**config.mk**
```make
export PLATFORM = sky130hd
export DESIGN_NAME = alu_seq
export DESIGN_NICKNAME = d
export VERILOG_FILES = /design/src/rtl/alu_seq.sv
export SDC_FILE = /design/constraint.sdc
export NUM_CORES = 1
export LEC_CHECK = 0
export ABC_AREA = 1
export BUFFER_PORTS_ARGS = -buffer_cell sky130_fd_sc_hd__buf_2
export CAP_MARGIN = 10
export CORE_ASPECT_RATIO = 1.4
export CORE_MARGIN = 2
export CORE_UTILIZATION = 35
export DETAILED_ROUTE_END_ITERATION = 6
export GPL_TIMING_DRIVEN = 0
export REMOVE_ABC_BUFFERS = 1
export SETUP_SLACK_MARGIN = 0.5
export SYNTH_ARGS = -nofsm -noshare
export SYNTH_HDL_FRONTEND = slang
export SYNTH_SLANG_ARGS = --single-unit
export TNS_END_PERCENT = 1
```
**constraint.sdc**
```tcl
create_clock -name clk -period 2.52 [get_ports clk]
set_input_delay 0.378 -clock clk [delete_from_list [all_inputs] [get_ports clk]]
set_output_delay 0.378 -clock clk [all_outputs]
set_load 0.05 [all_outputs]
```
**src/rtl/alu_seq.sv**
```systemverilog
// alu_seq: sequential ALU with a registered single-cycle path (add, sub, shifts, logic, compares)
// and a one-bit-per-cycle iterative path (shift-add multiply, optional restoring divide).
//
// Parameters:
//   WIDTH - operand/result width (8..64, even)
//   CNT_W - iteration counter width
// Ports:
//   clk, rst_n            - clock, asynchronous active-low reset
//   in_valid_i/in_ready_o - request handshake; op_i, a_i, b_i latched on acceptance
//   kill_i                - flush, abandons any in-flight operation
//   out_valid_o/out_ready_i, result_o - result handshake; result_o is 0 when not valid
//   busy_o                - high whenever the unit is not idle
//
// Build option: define ALU_SEQ_DIV_EN to include the divider (ops 12-15). Without it those
// ops complete in one cycle with a zero result.

module alu_seq #(
  parameter int unsigned WIDTH = 32,
  parameter int unsigned CNT_W = $clog2(WIDTH) + 1
) (
  input  logic             clk,
  input  logic             rst_n,
  input  logic             in_valid_i,
  output logic             in_ready_o,
  input  logic [3:0]       op_i,
  input  logic [WIDTH-1:0] a_i,
  input  logic [WIDTH-1:0] b_i,
  input  logic             kill_i,
  output logic             out_valid_o,
  input  logic             out_ready_i,
  output logic [WIDTH-1:0] result_o,
  output logic             busy_o
);

  localparam int unsigned ShW = $clog2(WIDTH);

  localparam logic [3:0] OpAdd   = 4'd0;
  localparam logic [3:0] OpSub   = 4'd1;
  localparam logic [3:0] OpSll   = 4'd2;
  localparam logic [3:0] OpSrl   = 4'd3;
  localparam logic [3:0] OpSra   = 4'd4;
  localparam logic [3:0] OpXor   = 4'd5;
  localparam logic [3:0] OpOr    = 4'd6;
  localparam logic [3:0] OpAnd   = 4'd7;
  localparam logic [3:0] OpSlt   = 4'd8;
  localparam logic [3:0] OpSltu  = 4'd9;
  localparam logic [3:0] OpMul   = 4'd10;
  localparam logic [3:0] OpMulhu = 4'd11;

  typedef enum logic [1:0] {StIdle, StCalc, StDone} state_e;

  state_e           state_q, state_d;
  logic [CNT_W-1:0] cnt_q, cnt_d;
  logic [3:0]       op_q, op_d;
  logic [WIDTH-1:0] a_q, a_d;
  logic [WIDTH-1:0] hi_q, hi_d;   // product high half / partial remainder
  logic [WIDTH-1:0] lo_q, lo_d;   // multiplier bits / dividend-then-quotient bits
  logic [WIDTH-1:0] res_q, res_d;

  logic             accept;
  logic             multi_op;
  logic             last_iter;
  logic [ShW-1:0]   shamt;
  logic [WIDTH-1:0] alu_res;
  logic [WIDTH:0]   mul_sum;
  logic [WIDTH-1:0] step_hi, step_lo, calc_res;

`ifdef ALU_SEQ_DIV_EN
  logic [WIDTH-1:0] b_q, b_d;
  logic             div_signed;
  logic [WIDTH-1:0] div_dvsr;
  logic [WIDTH:0]   div_shift, div_diff;
  logic [WIDTH-1:0] div_hi, div_lo, div_quo, div_rem;

  assign multi_op = op_i[3] & (op_i[2] | op_i[1]);  // ops 10..15
`else
  assign multi_op = (op_i == OpMul) || (op_i == OpMulhu);
`endif

  assign accept    = in_valid_i && (state_q == StIdle) && !kill_i;
  assign last_iter = (cnt_q == CNT_W'(WIDTH - 1));
  assign shamt     = b_i[ShW-1:0];

  // Single-cycle results; iterative ops (and disabled divide ops) yield 0 here.
  always_comb begin
    alu_res = '0;
    case (op_i)
      OpAdd:   alu_res = a_i + b_i;
      OpSub:   alu_res = a_i - b_i;
      OpSll:   alu_res = a_i << shamt;
      OpSrl:   alu_res = a_i >> shamt;
      OpSra:   alu_res = $signed(a_i) >>> shamt;
      OpXor:   alu_res = a_i ^ b_i;
      OpOr:    alu_res = a_i | b_i;
      OpAnd:   alu_res = a_i & b_i;
      OpSlt:   alu_res = WIDTH'($signed(a_i) < $signed(b_i));
      OpSltu:  alu_res = WIDTH'(a_i < b_i);
      default: alu_res = '0;
    endcase
  end

  // One iteration of the multi-cycle datapath, plus the result it would finish with.
  always_comb begin
    // Shift-add: {hi, lo} shifts right, adding the multiplicand when the multiplier LSB is set.
    mul_sum  = {1'b0, hi_q} + (lo_q[0] ? {1'b0, a_q} : '0);
    step_hi  = mul_sum[WIDTH:1];
    step_lo  = {mul_sum[0], lo_q[WIDTH-1:1]};
    calc_res = (op_q == OpMul) ? step_lo : step_hi;
`ifdef ALU_SEQ_DIV_EN
    // Restoring divide on magnitudes; signs are reapplied on the final iteration.
    div_signed = ~op_q[0];
    div_dvsr   = (div_signed && b_q[WIDTH-1]) ? -b_q : b_q;
    div_shift  = {hi_q, lo_q[WIDTH-1]};
    div_diff   = div_shift - {1'b0, div_dvsr};
    div_hi     = div_diff[WIDTH] ? div_shift[WIDTH-1:0] : div_diff[WIDTH-1:0];
    div_lo     = {lo_q[WIDTH-2:0], ~div_diff[WIDTH]};
    div_quo    = (div_signed && (a_q[WIDTH-1] ^ b_q[WIDTH-1])) ? -div_lo : div_lo;
    div_rem    = (div_signed && a_q[WIDTH-1]) ? -div_hi : div_hi;
    if (b_q == '0) begin
      div_quo = '1;
      div_rem = a_q;
    end
    if (op_q[3:2] == 2'b11) begin
      step_hi  = div_hi;
      step_lo  = div_lo;
      calc_res = op_q[1] ? div_rem : div_quo;
    end
`endif
  end

  // Next state.
  always_comb begin
    state_d = state_q;
    unique case (state_q)
      StIdle:  if (accept) state_d = multi_op ? StCalc : StDone;
      StCalc:  if (last_iter) state_d = StDone;
      StDone:  if (out_ready_i) state_d = StIdle;
      default: state_d = StIdle;
    endcase
    if (kill_i) state_d = StIdle;
  end

  // Datapath next-state.
  always_comb begin
    op_d  = op_q;
    a_d   = a_q;
    hi_d  = hi_q;
    lo_d  = lo_q;
    res_d = res_q;
    cnt_d = '0;
`ifdef ALU_SEQ_DIV_EN
    b_d   = b_q;
`endif
    if (kill_i) begin
      res_d = '0;
    end else if (accept) begin
      op_d  = op_i;
      a_d   = a_i;
      hi_d  = '0;
      lo_d  = b_i;
      res_d = alu_res;
`ifdef ALU_SEQ_DIV_EN
      b_d = b_i;
      if (op_i[3:2] == 2'b11) lo_d = (!op_i[0] && a_i[WIDTH-1]) ? -a_i : a_i;
`endif
    end else if (state_q == StCalc) begin
      hi_d = step_hi;
      lo_d = step_lo;
      if (last_iter) res_d = calc_res;
      else           cnt_d = cnt_q + 1'b1;
    end else if ((state_q == StDone) && out_ready_i) begin
      res_d = '0;
    end
  end

  always_ff @(posedge clk or negedge rst_n) begin
    if (!rst_n) begin
      state_q <= StIdle;
      cnt_q   <= '0;
      op_q    <= '0;
      a_q     <= '0;
      hi_q    <= '0;
      lo_q    <= '0;
      res_q   <= '0;
`ifdef ALU_SEQ_DIV_EN
      b_q     <= '0;
`endif
    end else begin
      state_q <= state_d;
      cnt_q   <= cnt_d;
      op_q    <= op_d;
      a_q     <= a_d;
      hi_q    <= hi_d;
      lo_q    <= lo_d;
      res_q   <= res_d;
`ifdef ALU_SEQ_DIV_EN
      b_q     <= b_d;
`endif
    end
  end

  // Outputs.
  always_comb begin
    in_ready_o  = (state_q == StIdle);
    busy_o      = (state_q != StIdle);
    out_valid_o = (state_q == StDone);
    result_o    = out_valid_o ? res_q : '0;
  end

endmodule
```
==> load_flow_metrics.sql <==
INSERT INTO impl_metrics (metric_group, metric, value, unit) VALUES
('grt', 'overflow', '0', ''),
('sta', 'timing_max_transition_violations_final', '0', ''),
('floorplanning', 'boundaryPins', '108', ''),
('drt', 'firstDrtPassIters', '6', ''),
('critical_path', 'rr_startpoint', 'lo_q[0]', ''),
('pwr', 'total_power', '0.01069', 'W'),
('clock_tree', 'cts_tree', 'yes', ''),
('place', 'post-place-ws', '-1.949', 'ns'),
('finish', 'final_cell_mix', 'sky130_fd_sc_hd__nand2_1 (931), sky130_fd_sc_hd__inv_1 (377), sky130_fd_sc_hd__nand3_1 (353)', ''),
('grt', 'grt_antenna_before_repair', '0', ''),
('grt', 'grt_start_max_net_pins', '94', ''),
('grt', 'number_of_global_route_vias_before_repair', '21760', ''),
('floorplanning', 'initial_core_util', '35.54', '%'),
('drt', 'ant_nets', '0', ''),
('critical_path', 'required', '2.86', 'ns'),
('finish', 'synthToLayoutAreaGrowth', '21.08', '%'),
('sta', 'final_critical_path_setup_slack', '-0.2011', 'ns'),
('logic_synthesis', 'synth.distinct_cells', '58', ''),
('critical_path', 'crit-reg2reg-capture', 'res_q[17]', ''),
('logic_synthesis', 'postSynthRegisterBits', '140', ''),
('logic_synthesis', 'post_synth_inst_count', '3216', ''),
('floorplanning', 'core.rowCount', '99', ''),
('hold_path', 'hold_path.class', 'input port to flop', ''),
('logic_synthesis', 'synthesis_warnings', '0', ''),
('floorplanning', 'chipWidth', '198.7', 'um'),
('place', 'place.gp.congestion', '1.004', ''),
('run_status', 'status', 'finished, violations left', ''),
('clock_tree', 'tritoncts.num_buffers', '17', ''),
('floorplanning', 'fp.dieH', '276.6', 'um'),
('sta', 'setup_failing_eps_final', '24', ''),
('logic_synthesis', 'synth_mux_area_share', '0', '%'),
('logic_synthesis', 'synthXorXnorAreaFrac', '0.8016', '%'),
('pwr', 'powerDensity', '475.5', 'nW/um^2'),
('sta', 'post-route-period-util', '108.0', '%'),
('sta', 'fmax', '0.3675', 'GHz'),
('finish', 'final_util', '43.03', '%'),
('grt', 'grt_first_pass_wirelength', '135000', 'um'),
('floorplanning', 'fp.coreArea', '52270', 'sq um'),
('run_status', 'failed_checks', 'negative setup slack', ''),
('logic_synthesis', 'syn-cell-area', '18580', 'sq um'),
('critical_path', 'ff2ff_setup_slack', '-0.19', 'ns'),
('sta', 'rsz_0062_raised_after_global_routing', 'yes', ''),
('place', 'place.detailed.hpwl', '71130', 'um'),
('sta', 'hold_ws', '0.2176', 'ns'),
('floorplanning', 'die-area', '54960', 'sq um'),
('logic_synthesis', 'synth_ff_type', 'sky130_fd_sc_hd__dfrtp_1', ''),
('logic_synthesis', 'synth_enable_flop_cells', '0', ''),
('drt', 'detailroute.via_count', '22460', ''),
('sta', 'finalSetupTns', '-1.915', 'ns'),
('drt', 'avgRoutedWirePerCell', '23.50', 'um'),
('critical_path', 'worst-r2r-cell-count', '16', ''),
('logic_synthesis', 'synth_adder_area_share', '9.282', '%'),
('finish', 'drive_gt1_share', '17.33', '%'),
('drt', 'first_iter_violations', '1587', ''),
('clock_tree', 'cts.htree.levels', '4', ''),
('logic_synthesis', 'asyncSetResetFlopFracSynth', '100.0', '%'),
('clock_tree', 'clk_transition_reported_paths', '0.07', 'ns'),
('job', 'max_cap_viol_count', '0', ''),
('drt', 'route.final.wire_length', '93510', 'um'),
('finish', 'n_antenna_cell', '0', ''),
('drt', 'route.detailed.vias_per_inst', '5.645', ''),
('finish', 'fillers', '5792', ''),
('logic_synthesis', 'synth.avg_cell_area', '5.776', 'sq um'),
('hold_path', 'worst_hold_path.num_cells', '4', ''),
('sta', 'fin_crit', '2.721', 'ns'),
('logic_synthesis', 'compound_cell_area_share_of_the_yosys_netlist', '17.18', '%'),
('critical_path', 'end_kind', 'flop', ''),
('clock_tree', 'root_buffer', 'sky130_fd_sc_hd__clkbuf_16', ''),
('logic_synthesis', 'combinational_family_with_the_most_area_after_synthesis', 'simple AND/OR/NAND/NOR gates', ''),
('clock_tree', 'cts_buffer_depth', '2', ''),
('sta', 'number_of_failing_hold_endpoints_at_the_final_stage', '0', '');
==> logic make-up (layout without fill, tap and decap cells) <==
kind of cell,Yosys count,after routing
fa+ha+maj,136,136
compound gates,546,546
buf+inv,558,610
simple gates,1819,1823
xor+xnor,17,17
flops,140,140
==> metrics by stage <==
step	cells	cell area, sq um
3_3_place_gp	3888	19280
3_5_place_dp	3897	19500
6_report	3979	22490
2_1_floorplan	3074	17860
5_1_grt	3979	22490
4_1_cts	3965	21830
==> flip-flops by register name, summed over array words and instances, names as in the netlist <==
name	flops
lo_q	32
cnt_q	6
op_q	4
state_q	2
a_q	32
res_q	32
hi_q	32
==> synth_stat cells, types with 13 or more instances <==
cell	number	share of area (%)
sky130_fd_sc_hd__nand3_1	377	10
sky130_fd_sc_hd__clkbuf_1	44	0.89
sky130_fd_sc_hd__nand2_1	1018	21
sky130_fd_sc_hd__nand4_1	43	1.4
sky130_fd_sc_hd__o211ai_1	49	2.0
sky130_fd_sc_hd__o221ai_1	14	0.66
sky130_fd_sc_hd__buf_1	17	0.34
sky130_fd_sc_hd__o22ai_1	15	0.51
sky130_fd_sc_hd__nand3b_1	13	0.53
sky130_fd_sc_hd__o21ai_1	21	0.57
sky130_fd_sc_hd__a21oi_1	172	4.6
sky130_fd_sc_hd__nand2_2	25	0.84
sky130_fd_sc_hd__nor3_1	35	0.94
sky130_fd_sc_hd__nor2_1	267	5.4
sky130_fd_sc_hd__inv_1	398	8.0
sky130_fd_sc_hd__buf_4	13	0.53
sky130_fd_sc_hd__o21ai_0	189	5.1
sky130_fd_sc_hd__ha_1	133	9.0
sky130_fd_sc_hd__buf_2	61	1.6
sky130_fd_sc_hd__dfrtp_1	140	19
sky130_fd_sc_hd__inv_2	16	0.32
==> area by class of cell <==
class                      instances  area share (%)
inverter                         416           7.432
timing repair inverter             3          0.1224
clock buffer                      18           1.953
multi-input combinational       2522           63.92
sequential                       140           15.60
clock inverter                    14          0.6620
tap                              707           3.933
timing repair buffer             159           6.375
==> worst max-delay path, cell delays in order <==
cell and delay (ns):
sky130_fd_sc_hd__buf_2 0.19, sky130_fd_sc_hd__clkinvlp_4 0.24, sky130_fd_sc_hd__ha_2 0.50, sky130_fd_sc_hd__nand2_1 0.14, sky130_fd_sc_hd__o21ai_0 0.43, sky130_fd_sc_hd__inv_1 0.08
sky130_fd_sc_hd__nand2_1 0.13, sky130_fd_sc_hd__inv_1 0.07, sky130_fd_sc_hd__nand2_1 0.09, sky130_fd_sc_hd__nand2_1 0.17, sky130_fd_sc_hd__nand2_1 0.12, sky130_fd_sc_hd__nand2_1 0.05
sky130_fd_sc_hd__nand3_1 0.07, sky130_fd_sc_hd__nand4_1 0.20, sky130_fd_sc_hd__nand2_1 0.15, sky130_fd_sc_hd__nand2_1 0.06
==> timing repair <==
action,in CTS,in global routing
hold endpoints to repair,47,0
gates cloned,9,3
buffers inserted,26,11
setup endpoints to repair,173,148
pin swaps,74,68
hold buffers,1,0
gates resized for setup,357,148
==> how the worst max path moves through the flow <==
stage / startpoint / endpoint / slack, ns / depth (start not counted)
after floorplan: state_q[1] / res_q[15] / -0.58 / 11
after global placement: b_i[3] / res_q[24] / -2.63 / 17
after detailed placement: state_q[1] / res_q[12] / -1.95 / 10
after CTS: lo_q[0] / res_q[27] / -0.05 / 17
after global routing: lo_q[0] / res_q[23] / -0.24 / 17
final: a_i[14] / res_q[31] / -0.20 / 16
==> report_power, final <==
part           internal (W)  leakage (nW)  switching (W)  total (W)
logic               0.00168          9.13        0.00347    0.00515
clock network       0.00143         0.285        0.00116    0.00258
registers           0.00266          1.83       0.000302    0.00296
total               0.00577          11.2        0.00493     0.0107
==> metal layers <==
metal  vias to the layer above  global-route usage, %  part of all wire [%]
met2                      1012                  58.22                    49
met3                       295                  2.692                   5.7
li1                      10600                      -                     -
met4                         0                  24.51                   9.0
met5                         -                      0                     0
met1                     10560                  37.47                    36
No activity file was read; power rests on OpenSTA's default activity.
